[src/rtl/uart_tx_fifo_if.sv]
// Write port, flush and uart_tx handshake for uart_tx_fifo.
// master = application/uart_tx side, slave = the FIFO controller.
interface uart_tx_fifo_if #(
  parameter int DEPTH = 16
);
  localparam int ADDR_W = $clog2(DEPTH);

  logic              wr_valid;
  logic [7:0]        wr_data;
  logic              wr_ready;
  logic              flush;
  logic              tx_busy;
  logic              tx_start;
  logic [7:0]        tx_data;
  logic [ADDR_W:0]   level;
  logic              empty;
  logic              full;
  logic              err;

  modport master (
    output wr_valid, wr_data, flush, tx_busy,
    input  wr_ready, tx_start, tx_data, level, empty, full, err
  );

  modport slave (
    input  wr_valid, wr_data, flush, tx_busy,
    output wr_ready, tx_start, tx_data, level, empty, full, err
  );
endinterface

[src/rtl/uart_tx_fifo.sv]
// Byte FIFO plus launch controller feeding uart_tx, paced by tx_busy.
//   state     | meaning
//   IDLE      | waiting for a stored byte and an idle transmitter
//   START     | tx_start pulse high, timeout counter loaded
//   WAIT_BUSY | waiting for uart_tx to raise tx_busy (bounded)
//   WAIT_DONE | frame in progress, waiting for tx_busy to fall
module uart_tx_fifo #(
  parameter int DEPTH        = 16,
  parameter int BUSY_TIMEOUT = 15
) (
  input  logic          clk,
  input  logic          resetn,
  uart_tx_fifo_if.slave bus
);
  localparam int ADDR_W = $clog2(DEPTH);
  localparam int CNT_W  = $clog2(BUSY_TIMEOUT + 1);

  typedef enum logic [1:0] {IDLE, START, WAIT_BUSY, WAIT_DONE} state_t;

  state_t            state, state_next;
  logic [7:0]        mem [DEPTH];
  logic [ADDR_W-1:0] wr_ptr, rd_ptr;
  logic [ADDR_W:0]   level;
  logic [CNT_W-1:0]  cnt;
  logic              wr_fire, pop, cnt_load, cnt_dec, err_set;

  assign bus.full     = (level == (ADDR_W+1)'(DEPTH));
  assign bus.empty    = (level == '0);
  assign bus.wr_ready = ~bus.full;
  assign bus.level    = level;
  // flush wins over a write presented in the same cycle
  assign wr_fire      = bus.wr_valid & ~bus.full & ~bus.flush;

  always_comb begin
    state_next = state;
    pop        = 1'b0;
    cnt_load   = 1'b0;
    cnt_dec    = 1'b0;
    err_set    = 1'b0;
    case (state)
      IDLE: begin
        if (!bus.empty && !bus.tx_busy) begin
          pop        = 1'b1;
          state_next = START;
        end
      end
      START: begin
        cnt_load   = 1'b1;
        state_next = WAIT_BUSY;
      end
      WAIT_BUSY: begin
        if (bus.tx_busy) begin
          state_next = WAIT_DONE;
        end else if (cnt == CNT_W'(1)) begin
          err_set    = 1'b1;
          state_next = IDLE;
        end else begin
          cnt_dec = 1'b1;
        end
      end
      WAIT_DONE: begin
        if (!bus.tx_busy) state_next = IDLE;
      end
      default: state_next = IDLE;
    endcase
  end

  // Down-counter: loaded in START, terminal count 1 ends the BUSY_TIMEOUT-th wait cycle
  always_ff @(posedge clk or negedge resetn) begin
    if (!resetn) begin
      state        <= IDLE;
      bus.tx_start <= 1'b0;
      bus.tx_data  <= 8'h00;
      bus.err      <= 1'b0;
      cnt          <= '0;
    end else begin
      state        <= state_next;
      bus.tx_start <= (state_next == START);
      if (pop)      bus.tx_data <= mem[rd_ptr];
      if (err_set)  bus.err     <= 1'b1;
      if (cnt_load) cnt <= CNT_W'(BUSY_TIMEOUT);
      else if (cnt_dec) cnt <= cnt - 1'b1;
    end
  end

  always_ff @(posedge clk or negedge resetn) begin
    if (!resetn) begin
      wr_ptr <= '0;
      rd_ptr <= '0;
      level  <= '0;
    end else if (bus.flush) begin
      wr_ptr <= '0;
      rd_ptr <= '0;
      level  <= '0;
    end else begin
      if (wr_fire) wr_ptr <= wr_ptr + 1'b1;
      if (pop)     rd_ptr <= rd_ptr + 1'b1;
      case ({wr_fire, pop})
        2'b10:   level <= level + 1'b1;
        2'b01:   level <= level - 1'b1;
        default: level <= level;
      endcase
    end
  end

  always_ff @(posedge clk) begin
    if (wr_fire) mem[wr_ptr] <= bus.wr_data;
  end
endmodule

[src/flat_wrapper.sv]
// flat-port wrapper written by rule: the top's interface ports become plain ports
module uart_tx_fifo_flat 
#(
  parameter int DEPTH        = 16,
  parameter int BUSY_TIMEOUT = 15
)
  (clk, resetn, bus_wr_valid, bus_wr_data, bus_flush, bus_tx_busy, bus_wr_ready, bus_tx_start, bus_tx_data, bus_level, bus_empty, bus_full, bus_err);
  uart_tx_fifo_if #(.DEPTH(DEPTH)) bus_i ();
  input  logic clk;
  input  logic resetn;
  input wire logic [$bits(bus_i.wr_valid)-1:0] bus_wr_valid;
  input wire logic [$bits(bus_i.wr_data)-1:0] bus_wr_data;
  input wire logic [$bits(bus_i.flush)-1:0] bus_flush;
  input wire logic [$bits(bus_i.tx_busy)-1:0] bus_tx_busy;
  output wire logic [$bits(bus_i.wr_ready)-1:0] bus_wr_ready;
  output wire logic [$bits(bus_i.tx_start)-1:0] bus_tx_start;
  output wire logic [$bits(bus_i.tx_data)-1:0] bus_tx_data;
  output wire logic [$bits(bus_i.level)-1:0] bus_level;
  output wire logic [$bits(bus_i.empty)-1:0] bus_empty;
  output wire logic [$bits(bus_i.full)-1:0] bus_full;
  output wire logic [$bits(bus_i.err)-1:0] bus_err;
  assign bus_i.wr_valid = bus_wr_valid;
  assign bus_i.wr_data = bus_wr_data;
  assign bus_i.flush = bus_flush;
  assign bus_i.tx_busy = bus_tx_busy;
  assign bus_wr_ready = bus_i.wr_ready;
  assign bus_tx_start = bus_i.tx_start;
  assign bus_tx_data = bus_i.tx_data;
  assign bus_level = bus_i.level;
  assign bus_empty = bus_i.empty;
  assign bus_full = bus_i.full;
  assign bus_err = bus_i.err;
  uart_tx_fifo #(.DEPTH(DEPTH), .BUSY_TIMEOUT(BUSY_TIMEOUT)) u_core (.clk(clk), .resetn(resetn), .bus(bus_i));
endmodule
[config.mk]
export PLATFORM = sky130hd
export DESIGN_NAME = uart_tx_fifo_flat
export DESIGN_NICKNAME = d
export VERILOG_FILES = /design/src/rtl/uart_tx_fifo_if.sv /design/src/rtl/uart_tx_fifo.sv /design/src/flat_wrapper.sv
export SDC_FILE = /design/constraint.sdc
export NUM_CORES = 1
export LEC_CHECK = 0
export BUFFER_PORTS_ARGS = -buffer_cell sky130_fd_sc_hd__buf_2
export CAP_MARGIN = 10
export CORE_MARGIN = 1
export CORE_UTILIZATION = 61
export DETAILED_ROUTE_END_ITERATION = 12
export PLACE_DENSITY = 0.79
export SKIP_LAST_GASP = 1
export SLEW_MARGIN = 40
export SYNTH_ARGS = -nofsm -noshare
export SYNTH_HDL_FRONTEND = slang
export SYNTH_SLANG_ARGS = --single-unit
[constraint.sdc]
create_clock -name clk -period 3.5 [get_ports clk]
set_input_delay 0.35 -clock clk [delete_from_list [all_inputs] [get_ports clk]]
set_output_delay 0.35 -clock clk [all_outputs]
set_load 0.01 [all_outputs]
# Yosys cells after proc, flatten, opt, wreduce, memory -nomap -nowiden
# Memories as Yosys holds them, arrays and structs flattened. A register that Yosys moved wholly into a read port is not among the register bits.
# Cells that the tools add are included.
dict set report totals {
  ff_bits 21
  latch_bits 0
  ramBits 128
  rom_bits 0
  in_bits 13
  out_inout_bits 18
  word_cells 59
  mem_count 1
}
# memory words width read_ports rd_clocked_by_memory_dff wr line
set mem_list {}
lappend mem_list {u_core.mem 16 8 1 1 1 uart_tx_fifo.sv:21} ;# logic [7:0] mem [DEPTH];
dict set report classes {
  add_sub_neg 5
  mul 0
  n_div 0
  n_lt_le_gt_ge 0
  n_eq_ne 8
  n_shift 0
  mux 24
  bitwise_logic 4
  reduce_logical 10
}
# op n
set op_table {}
lappend op_table {{$mux W4} 6}
lappend op_table {{$mux W1} 11}
lappend op_table {{$pmux W5 S2} 1}
lappend op_table {{$add A4 B1 Y4 const B} 2}
lappend op_table {{$mux W2} 4}
lappend op_table {{$pmux W2 S4} 1}
lappend op_table {{$eq A2 B1 Y1 const B} 3}
lappend op_table {{$eq A2 B2 Y1 const B} 3}
lappend op_table {{$reduce_bool A2 Y1} 3}
lappend op_table {{$add A5 B1 Y5 const B} 1}
lappend op_table {{$eq A5 B5 Y1 const B} 1}
lappend op_table {{$logic_not A5 Y1} 1}
lappend op_table {{$mux W5} 1}
lappend op_table {{$sub A5 B1 Y5 const B} 1}
lappend op_table {{$eq A4 B1 Y1 const B} 1}
lappend op_table {{$sub A4 B1 Y4 const B} 1}
lappend op_table {{$logic_not A1 Y1} 3}
lappend op_table {{$reduce_bool A3 Y1} 1}
lappend op_table {{$and A1 B1 Y1} 2}
lappend op_table {{$logic_not A2 Y1} 1}
lappend op_table {{$not A1 Y1} 2}
lappend op_table {{$logic_and A1 B1 Y1} 1}

# Logic depth before layout (Yosys ltp)
# Gate-level depths: netlist of the first run.
dict set report depth {
  ltp_word 8
  ltp_mapped 11
  mapped_depth_nobuf 10
}

# Worst setup path before layout of the first run
# Ideal clock, no wire load.
dict set report synth_path {
  path_type {flip-flop to flip-flop}
  startpoint {reg u_core.level[0], in the netlist u_core.bus.level[0]}
  endpoint {reg u_core.level[4], in the netlist u_core.bus.level[4]}
  setup_ps 134
  arrival_time_ps 2570
  t_required_ps 3366
  slack_ps 796
  stages_incl_launch_ff 11
  path_buffers 1
  period_less_slack_ps 2704
  path_cell_list {dfrtp_1 > nor4_2 > a2111oi_4 > buf_2 > o21ai_0 > fa_1 > nor2b_1 > o21ai_0 > a211oi_1 > o21a_1 > nor3_1}
}
dict set report synth_between {
  elab_chain_cells 8
  elab_cells_between_ends 16
  classes_between {add/sub (2); eq/ne (3); mux (4); bitwise (3); reduce/logical (4)}
}
# item line
set synth_lines {}
lappend synth_lines {{start, declared} uart_tx_fifo.sv:23} ;# logic [ADDR_W:0] level;
lappend synth_lines {{start signal, assigned} uart_tx_fifo.sv:99} ;# 2'b10: level <= level + 1'b1;
lappend synth_lines {{start signal, assigned} uart_tx_fifo.sv:100} ;# 2'b01: level <= level - 1'b1;
lappend synth_lines {{start signal, assigned} uart_tx_fifo.sv:101} ;# default: level <= level;
lappend synth_lines {{$logic_not A5 Y1} uart_tx_fifo.sv:28} ;# assign bus.empty = (level == '0);
lappend synth_lines {{$logic_not A1 Y1} uart_tx_fifo.sv:42} ;# if (!bus.empty && !bus.tx_busy) begin
lappend synth_lines {{$logic_and A1 B1 Y1} uart_tx_fifo.sv:42}
lappend synth_lines {{$mux W1} uart_tx_fifo.sv:42}
lappend synth_lines {{$mux W1} uart_tx_fifo.sv:40} ;# case (state)
lappend synth_lines {{$eq A2 B1 Y1 / $eq A2 B2 Y1 (equally long branches)} uart_tx_fifo.sv:98} ;# case ({wr_fire, pop})
lappend synth_lines {{$pmux W5 S2} uart_tx_fifo.sv:98}
lappend synth_lines {{$mux W5} uart_tx_fifo.sv:91} ;# end else if (bus.flush) begin
# Several ways; a longest one is shown, not always the timed one.
# A chain may end at the register's enable or synchronous reset.

# Worst setup path in the final report of the first run
# Same ends and word-level chain as after synthesis.

==> impl_metrics.tcl, run 1 <==
set metrics [dict create \
    pre_cts_slack_ps 600 \
    wire_per_inst_um 24.2 \
    drt_iter0_markers 258 \
    p_leak_nw 2.55 \
    cts_made_buffers 17 \
    postRouteWirelength_um 12900 \
    power.density_mw_per_mm2 656 \
    grt_pass1_vias 3523 \
    start_kind "flip-flop" \
    crit-reg2reg-capture "u_core.bus.level[4]" \
    insertion_delay_ps 530 \
    clk_transition_reported_paths_ps 60 \
    rrSetupSlack_ps 590 \
    max_slew.worst_pin.slew_ps 738 \
    cts_resized 0 \
    regArea_mm2 0.00457 \
    cts_htree_levels 4 \
    rsz0062_at_grt "no" \
    power.total_mw 4.76 \
    io-pin-count 31 \
    grt_max_degree 34 \
    timing.final.crit_share 0.833 \
    die_w_um 104 \
    yosys.cell_types.count 42 \
    ys_seq_elements 157 \
    fin_ws_ps 586 \
    hold_start "bus_tx_busy" \
    num_antenna_cells 0 \
    fmax_mhz 343 \
    whs_endpoint "u_core.state[0]" \
    hold_viol 0 \
    path_class "flip-flop to flip-flop" \
    worstRegToRegCells 9 \
    cts_tree "yes" \
    drive_above_1_share 0.276 \
    drv_cap 0 \
    port_buffers 30 \
    viasPerCell 6.20 \
    antenna_found_initial 0 \
    num_vias 3316 \
    synth_top_cell_area_share 0.603 \
    drt_pass1_iterations 4 \
    seq_area_frac_synth 0.717 \
    syn_area_mm2 0.00637 \
    die_y_um 104 \
    crit_fanout 8 \
    final_antenna_net_count 0 \
    placementRows 36 \
    fin_skew_ps 7.68 \
    dieArea_mm2 0.0109 \
    clock_sinks 157 \
    grt-ovfl-total 0 \
    slew_headroom 0.508 \
    syn-num-nets 374 \
    clk_path_buf_depth 2 \
    crit-reg2reg-launch "u_core.bus.level[0]" \
    final_common_cell "edfxtp_1" \
    whs_path_depth 2 \
    syn_inst 350 \
    place_hpwl_um 7620 \
    tns_ps 0 \
    yosysWarnings 0 \
    avgSynthCellArea_um2 18.2 \
    outcome "finished, final reports clean" \
    grt_first_pass_wirelength_um 20000 \
    core_area_mm2 0.00995 \
    cts_root_buffer "clkbuf_8" \
    grt_usage 0.265 \
    required_ps 3950 \
    drc 0 \
    hp-class "input port to flip-flop" \
    crit_arrival_ps 3360 \
    nets 413 \
    syn_to_final_growth_pct 14.0 \
    synthTopCellsByArea "edfxtp_1, dfrtp_1, mux4_2" \
    fin_util 0.730 \
    drv_slew 0 \
    period_minus_slack_ps 2910 \
    yosysTopAreaCell "edfxtp_1" \
    gp_routability_congestion 0.806 \
    vdd_drop_max_v 0.000522 \
    fillers 602 \
    initial_core_util 0.640 \
    finalSetupViolCount 0 \
    cp-end-kind "flip-flop" \
    final_cell_mix "edfxtp_1, mux4_2, buf_2" \
    multi_input_area_mm2 0.00170 \
]
-- cell usage after synthesis, drive strengths merged --
library cell,number
mux2i,3
inv,11
buf,6
nand2,11
dfrtp,29
fa,1
mux2,9
nand2b,2
a2111oi,1
a31o,1
and2,13
xnor2,7
a211oi,2
o211ai,1
nor2,15
o21ai,4
and4b,1
xor2,4
or2,1
o22ai,16
a21oi,10
a21o,2
nor2b,1
nor3,4
nand4,2
or4,1
and4,1
a21boi,1
clkbuf,9
and3,4
nand3b,1
nor4b,1
mux4,32
nor3b,1
o21a,1
edfxtp,128
nor4,3
ha,10
-- state kept, by name (all words and copies together), names as in the netlist --
signal and count:
u_core.bus.tx_data 8, u_core.rd_ptr 4, u_core.bus.level 5, u_core.bus.err 1
u_core.bus.tx_start 1, u_core.mem 128, u_core.wr_ptr 4, u_core.state 2
u_core.cnt 4
-- power breakdown --
part | switching (mW) | internal, mW | total, mW
Combinational | 0.383 | 0.292 | 0.675
Sequential | 0.126 | 2.14 | 2.26
Clock | 0.711 | 1.11 | 1.82
Total | 1.22 | 3.54 | 4.76
-- worst max-delay path, cell delays in order (launching register included) --
cell      delay [ps]
dfrtp_1          460
or4_1            570
o21ai_2          310
o21ai_0          180
fa_1             430
nor2b_1          160
o21ai_0          130
a211oi_1         330
nor3_1            90
nor3_1           170
-- logic make-up (layout without fill, tap and decap cells) --
kind of cell | after synthesis | count (layout) | synth area share
mux | 44 | 44 | 0.134
fa+ha+maj | 11 | 11 | 0.0228
compound gates | 39 | 39 | 0.0412
flops | 157 | 157 | 0.717
xor+xnor | 11 | 11 | 0.0151
simple gates | 62 | 62 | 0.0536
buf+inv | 26 | 78 | 0.0163
-- what timing repair did --
action                    in CTS  in global routing
hold buffers                   1                  0
setup buffers                  0                  0
hold endpoints to repair      29                  0
-- metal layers --
layer / up-vias / track usage / wire, µm
met5: - / 0 / 0
li1: 1458 / - / -
met1: 1723 / 0.329 / 5210
met2: 112 / 0.451 / 6780
met3: 23 / 0.0639 / 668
met4: 0 / 0.107 / 263
-- layout make-up --
type                       count  area share
multi-input combinational    167       0.234
inverter                      11     0.00568
timing repair buffer          35      0.0262
tap                          133      0.0229
sequential                   157       0.629
clock buffer                  25      0.0727
clock inverter                 7     0.00965
-- worst max-delay path by stage --
stage                        startpoint             endpoint  slack [ps]  cells after the start
floorplan           u_core.bus.level[0]  u_core.bus.level[4]         800                     10
global placement    u_core.bus.level[1]  u_core.bus.level[4]         790                      9
detailed placement  u_core.bus.level[0]  u_core.bus.level[4]         600                      9
CTS                 u_core.bus.level[0]  u_core.bus.level[4]         590                     10
global route        u_core.bus.level[0]  u_core.bus.level[4]         340                     10
finish              u_core.bus.level[0]  u_core.bus.level[4]         590                      9
-- per-stage QoR --
stage                     instance area [µm²]  cells  hold slack, ps
after floorplan                          6370    350            54.4
after global placement                   6660    502             436
final                                    7260    535             138
after detailed placement                 6660    502             447
after global routing                     7260    535             137
after CTS                                7260    535             127
Note: power is estimated with default switching activity, not from simulation.
==> run 2: changes to the inputs <==
==> constraint.sdc (replaced) <==
create_clock -name clk -period 2.7 [get_ports clk]
set_input_delay 0.27 -clock clk [delete_from_list [all_inputs] [get_ports clk]]
set_output_delay 0.27 -clock clk [all_outputs]
set_load 0.01 [all_outputs]
==> run 2 against run 1 <==
Against the previous run:
- routed wire length is 6.2% lower
- non-clock buffer count is 5 higher
- register-to-register slack worse by 390 ps
- cell area is 0.52% higher
- largest power group unchanged
- sequential share of layout area is 0.31 points lower
- clock skew hardly changed
- die area stayed put
- critical endpoint unchanged
- worst setup slack worse by 390 ps
- core utilization is 0.38 points higher
- count of clock-buffer cells in the layout is 6 lower
==> impl_metrics.tcl, run 2 (synthesis gave the netlist of run 1 again) <==
set metrics [dict create \
    clk_path_buf_depth 2 \
    worst-path-buf-inv 1 \
    drv_slew 0 \
    num_antenna_cells 0 \
    top_register "u_core.mem" \
    tns_ps 0 \
    grt.met3_usage 0.0539 \
    path_class "flip-flop to flip-flop" \
    die_w_um 104 \
    timing.final.crit_share 0.926 \
    top_regs "u_core.mem x128, u_core.bus.tx_data x8, u_core.bus.level x5" \
    syn_to_final_growth_pct 14.6 \
    place_hpwl_um 7330 \
    fmax_mhz 400 \
    die_y_um 104 \
    max_slew.worst_pin.slew_ps 684 \
    largest_reg_flops 128 \
    initial_core_util 0.640 \
    slowest_stage "or4_1" \
    final_common_cell "edfxtp_1" \
    drt_pass1_iterations 5 \
    grt.met2_usage 0.383 \
    fin_area_mm2 0.00730 \
    grt_pass1_vias 3359 \
    period_minus_slack_ps 2500 \
    grt-ovfl-total 0 \
    antenna_found_initial 0 \
    clk_transition_reported_paths_ps 60 \
    io-pin-count 31 \
    postRouteWirelength_um 12100 \
    use_met1 0.347 \
    nets 418 \
    drc 0 \
    finalSetupViolCount 0 \
    insertion_delay_ps 520 \
    vdd_drop_max_v 0.000433 \
    viasPerCell 6.14 \
    required_ps 3090 \
    grt_usage 0.245 \
    cts_root_buffer "clkbuf_8" \
    drive_above_1_share 0.297 \
    power.density_mw_per_mm2 835 \
    crit_fanout 5 \
    wire_per_inst_um 22.5 \
    port_buffers 30 \
    grt_first_pass_wirelength_um 19000 \
    outcome "finished, final reports clean" \
    hold_viol 0 \
    cts_made_buffers 17 \
    cts_htree_levels 4 \
    final_cell_mix "edfxtp_1, mux4_2, buf_2" \
    drt_iter0_markers 250 \
    clock_sinks 157 \
    slew_headroom 0.544 \
    slowest_delay_ps 540 \
    p_leak_nw 2.54 \
    final_antenna_net_count 0 \
    drv_cap 0 \
    cts_tree "yes" \
    cp-end-kind "flip-flop" \
    gp_routability_congestion 0.781 \
    path_cells "or4_1, o21ai_2, o21ai_2, inv_1, ha_1, nor2b_1, o21ai_2, and4_1, o21a_1, nor3_1" \
    hp-class "input port to flip-flop" \
    placementRows 36 \
    grt_max_degree 34 \
    path_delay_family "simple AND/OR/NAND/NOR gates" \
    fillers 618 \
    start_kind "flip-flop" \
    num_vias 3318 \
    core_area_mm2 0.00995 \
    crit_arrival_ps 2890 \
    rsz0062_at_grt "no" \
    cp_common_cell "o21ai_2" \
    fin_skew_ps 8.13 \
    busiest_layer "met2" \
    dieArea_mm2 0.0109 \
    dpl-instance-area_mm2 0.00669 \
]
-- run 2: cell count changes in the layout (fill, tap and decap cells not counted), sizes merged --
cell      previous run  this run
buf                 34        39
clkinvlp             0         4
bufinv               1         2
clkbuf              25        19
clkinv               3         4
-- run 2: final cells by class --
class | count | area, µm² | area share
sequential | 157 | 4570 | 0.626
clock buffer | 19 | 422 | 0.0577
clock inverter | 13 | 139 | 0.0190
tap | 133 | 166 | 0.0228
timing repair buffer | 40 | 240 | 0.0329
multi-input combinational | 167 | 1720 | 0.236
inverter | 11 | 41.3 | 0.00565
-- run 2: stage by stage --
stage | worst slack, ps | cells | util | power, mW | hold WS [ps]
5_1_grt | 32.4 | 540 | 0.734 | 6.34 | 29.6
3_5_place_dp | 19.1 | 505 | 0.672 | 3.85 | 344
3_3_place_gp | 155 | 505 | 0.672 | 3.81 | 342
2_1_floorplan | 24.7 | 350 | - | 3.52 | -25.6
4_1_cts | 28.0 | 538 | 0.730 | 6.10 | 16.5
6_report | 200 | 540 | 0.734 | 6.10 | 42.1
-- run 2: worst paths after layout --
check | start | cells past startpoint | endpoint | slack (ps)
hold / removal | bus_tx_busy | 2 | u_core.state[0] | 40
setup / recovery | u_core.bus.level[3] | 10 | u_core.bus.level[4] | 200
hold reg to reg | u_core.bus.err | 1 | u_core.bus.err | 460
max in group asynchronous | resetn | 2 | u_core.bus.level[3] | 1880
setup reg to reg | u_core.bus.level[3] | 10 | u_core.bus.level[4] | 200
min in group asynchronous | resetn | 2 | u_core.cnt[0] | 330
-- run 2: worst reg2reg max path, cell delays in order (launching register included) --
cell and delay [ps]:
dfrtp_2 450, or4_1 540, o21ai_2 180, o21ai_2 90, inv_1 110, ha_1 270
nor2b_1 160, o21ai_2 170, and4_1 240, o21a_1 130, nor3_1 40
-- run 2: routing by layer --
layer | share of wire | vias up
li1 | - | 1478
met1 | 0.43 | 1728
met2 | 0.51 | 101
met3 | 0.054 | 11
met4 | 0.0096 | 0
met5 | 0 | -
-- run 2: power breakdown --
group | switching (mW) | internal [mW]
Clock | 0.918 | 1.32
Combinational | 0.521 | 0.426
Sequential | 0.145 | 2.77
-- run 2: what timing repair did --
item,in CTS,in global routing
buffers inserted,0,2
setup endpoints to repair,1,1
hold buffers,1,0
hold endpoints to repair,29,0
resized for setup,1,7
pin swaps,0,1
==> run 3: changes to the inputs <==
--- a/config.mk
+++ b/config.mk
@@ -10,9 +10,11 @@
 export CORE_MARGIN = 1
 export CORE_UTILIZATION = 61
 export DETAILED_ROUTE_END_ITERATION = 12
+export GPL_TIMING_DRIVEN = 0
+export MAX_ROUTING_LAYER = met4
 export PLACE_DENSITY = 0.79
 export SKIP_LAST_GASP = 1
-export SLEW_MARGIN = 40
+export SLEW_MARGIN = 20
 export SYNTH_ARGS = -nofsm -noshare
 export SYNTH_HDL_FRONTEND = slang
 export SYNTH_SLANG_ARGS = --single-unit
==> run 3 against run 2 <==
Against the previous run:
- sequential power about the same
- routed wire length is 5.6% higher
- worst setup slack got worse by 66 ps
- core utilization grew 0.23 points
- clock skew hardly changed
- register-to-register slack worse by 70 ps
- non-clock buffer count increased by 9
- first-iteration DRC count shrank 6.0%
- combinational power is 3.3% higher
- largest cell class unchanged
- highest routed layer unchanged
==> impl_metrics.tcl, run 3 (synthesis gave the netlist of run 1 again) <==
set metrics [dict create \
    timing.final.crit_share 0.950 \
    dieArea_mm2 0.0109 \
    max_slew.worst_pin.slew_ps 791 \
    final_antenna_net_count 0 \
    crit_fanout 10 \
    wire_per_inst_um 23.3 \
    clk_transition_reported_paths_ps 60 \
    slowest_stage "dfrtp_2" \
    fmax_mhz 390 \
    fin_ws_ps 134 \
    cp-end-kind "flip-flop" \
    drt_pass1_iterations 4 \
    required_ps 3090 \
    pre_cts_slack_ps -333 \
    cts_tree "yes" \
    crit_arrival_ps 2950 \
    initial_core_util 0.640 \
    outcome "finished, final reports clean" \
    clock_sinks 157 \
    postRouteWirelength_um 12800 \
    fin_skew_ps 8.55 \
    rsz0062_at_grt "no" \
    cts_made_buffers 17 \
    drv_slew 0 \
    syn_to_final_growth_pct 15.0 \
    slew_headroom 0.468 \
    clk_path_buf_depth 2 \
    cts_htree_levels 4 \
    top_register "u_core.mem" \
    cp_common_cell "o21ai_2" \
    grt-ovfl-total 0 \
    hold_viol 0 \
    die_y_um 104 \
    nets 427 \
    grt_pass1_vias 3515 \
    period_minus_slack_ps 2570 \
    antenna_found_initial 0 \
    place_hpwl_um 7930 \
    dpl-instance-area_mm2 0.00669 \
    drv_cap 0 \
    insertion_delay_ps 520 \
    num_vias 3394 \
    port_buffers 29 \
    die_w_um 104 \
    largest_reg_flops 128 \
    gp_routability_congestion 0.802 \
    fin_area_mm2 0.00732 \
    hp-class "input port to flip-flop" \
    finalSetupViolCount 0 \
    cts_root_buffer "clkbuf_8" \
    path_cells "nor4_4, a2111oi_4, buf_6, o21ai_2, inv_1, ha_1, nor2b_2, o21ai_2, and4_4, o21a_1, nor3_1" \
    vdd_drop_max_v 0.000566 \
    viasPerCell 6.18 \
    grt_usage 0.268 \
    core_area_mm2 0.00995 \
    path_delay_family "simple AND/OR/NAND/NOR gates" \
    final_common_cell "edfxtp_1" \
    power.density_mw_per_mm2 830 \
    p_leak_nw 2.56 \
    start_kind "flip-flop" \
    grt_first_pass_wirelength_um 20200 \
    top_regs "u_core.mem x128, u_core.bus.tx_data x8, u_core.bus.level x5" \
    drt_iter0_markers 235 \
    io-pin-count 31 \
    drive_above_1_share 0.298 \
    slowest_delay_ps 460 \
    num_antenna_cells 0 \
    final_cell_mix "edfxtp_1, buf_2, mux4_2" \
    drc 0 \
    worst-path-buf-inv 2 \
    path_class "flip-flop to flip-flop" \
    placementRows 36 \
    grt_max_degree 30 \
]
run 3: final timing paths:
check	startpoint	to	slack [ps]	cells past startpoint
worst max-delay path	u_core.bus.level[1]	u_core.bus.level[4]	130	11
worst min-delay path	bus_tx_busy	u_core.state[0]	80	2
worst max register to register	u_core.bus.level[1]	u_core.bus.level[4]	130	11
worst min register to register	u_core.bus.err	u_core.bus.err	480	1
max in group asynchronous	resetn	u_core.bus.level[0]	1890	2
min in group asynchronous	resetn	u_core.bus.tx_data[2]	340	2
run 3: final cells by class:
| class | count | area (µm²) |
|---|---|---|
| timing repair buffer | 34 | 185 |
| sequential | 157 | 4570 |
| multi-input combinational | 167 | 1740 |
| clock buffer | 25 | 484 |
| tap | 133 | 166 |
| buffer | 15 | 68.8 |
| inverter | 11 | 41.3 |
| clock inverter | 7 | 62.6 |
| fill | 584 | 2630 |
run 3: where the power goes:
part | switching (mW) | total, mW | leakage [nW] | internal, mW
Sequential | 0.150 | 2.93 | 1.51 | 2.78
Clock | 0.866 | 2.18 | 0.272 | 1.31
Combinational | 0.543 | 0.978 | 0.781 | 0.435
run 3: per-layer routing:
| metal | track usage | vias to the layer above | share of wire |
|---|---|---|---|
| li1 | - | 1494 | - |
| met1 | 0.354 | 1778 | 0.41 |
| met2 | 0.415 | 107 | 0.52 |
| met3 | 0.0645 | 15 | 0.056 |
| met4 | 0.0908 | 0 | 0.017 |
| met5 | - | - | 0 |
run 3: repair_timing:
item / in CTS / in global routing
pin swaps: 3 / 3
setup endpoints to repair: 2 / 2
hold endpoints to repair: 29 / 0
resized for setup: 8 / 8
hold buffers: 1 / 0
setup buffers: 3 / 1
run 3: metrics by stage:
stage          utilization  TNS, ps  hold WS [ps]  std cells  power, mW
2_1_floorplan            -        0         -25.6        350       3.52
3_3_place_gp         0.672     -359           342        512       3.79
3_5_place_dp         0.672     -460           348        512       3.84
4_1_cts              0.733        0          52.6        548       6.06
5_1_grt              0.736        0          59.3        549       6.31
6_report             0.736        0          80.3        549       6.08
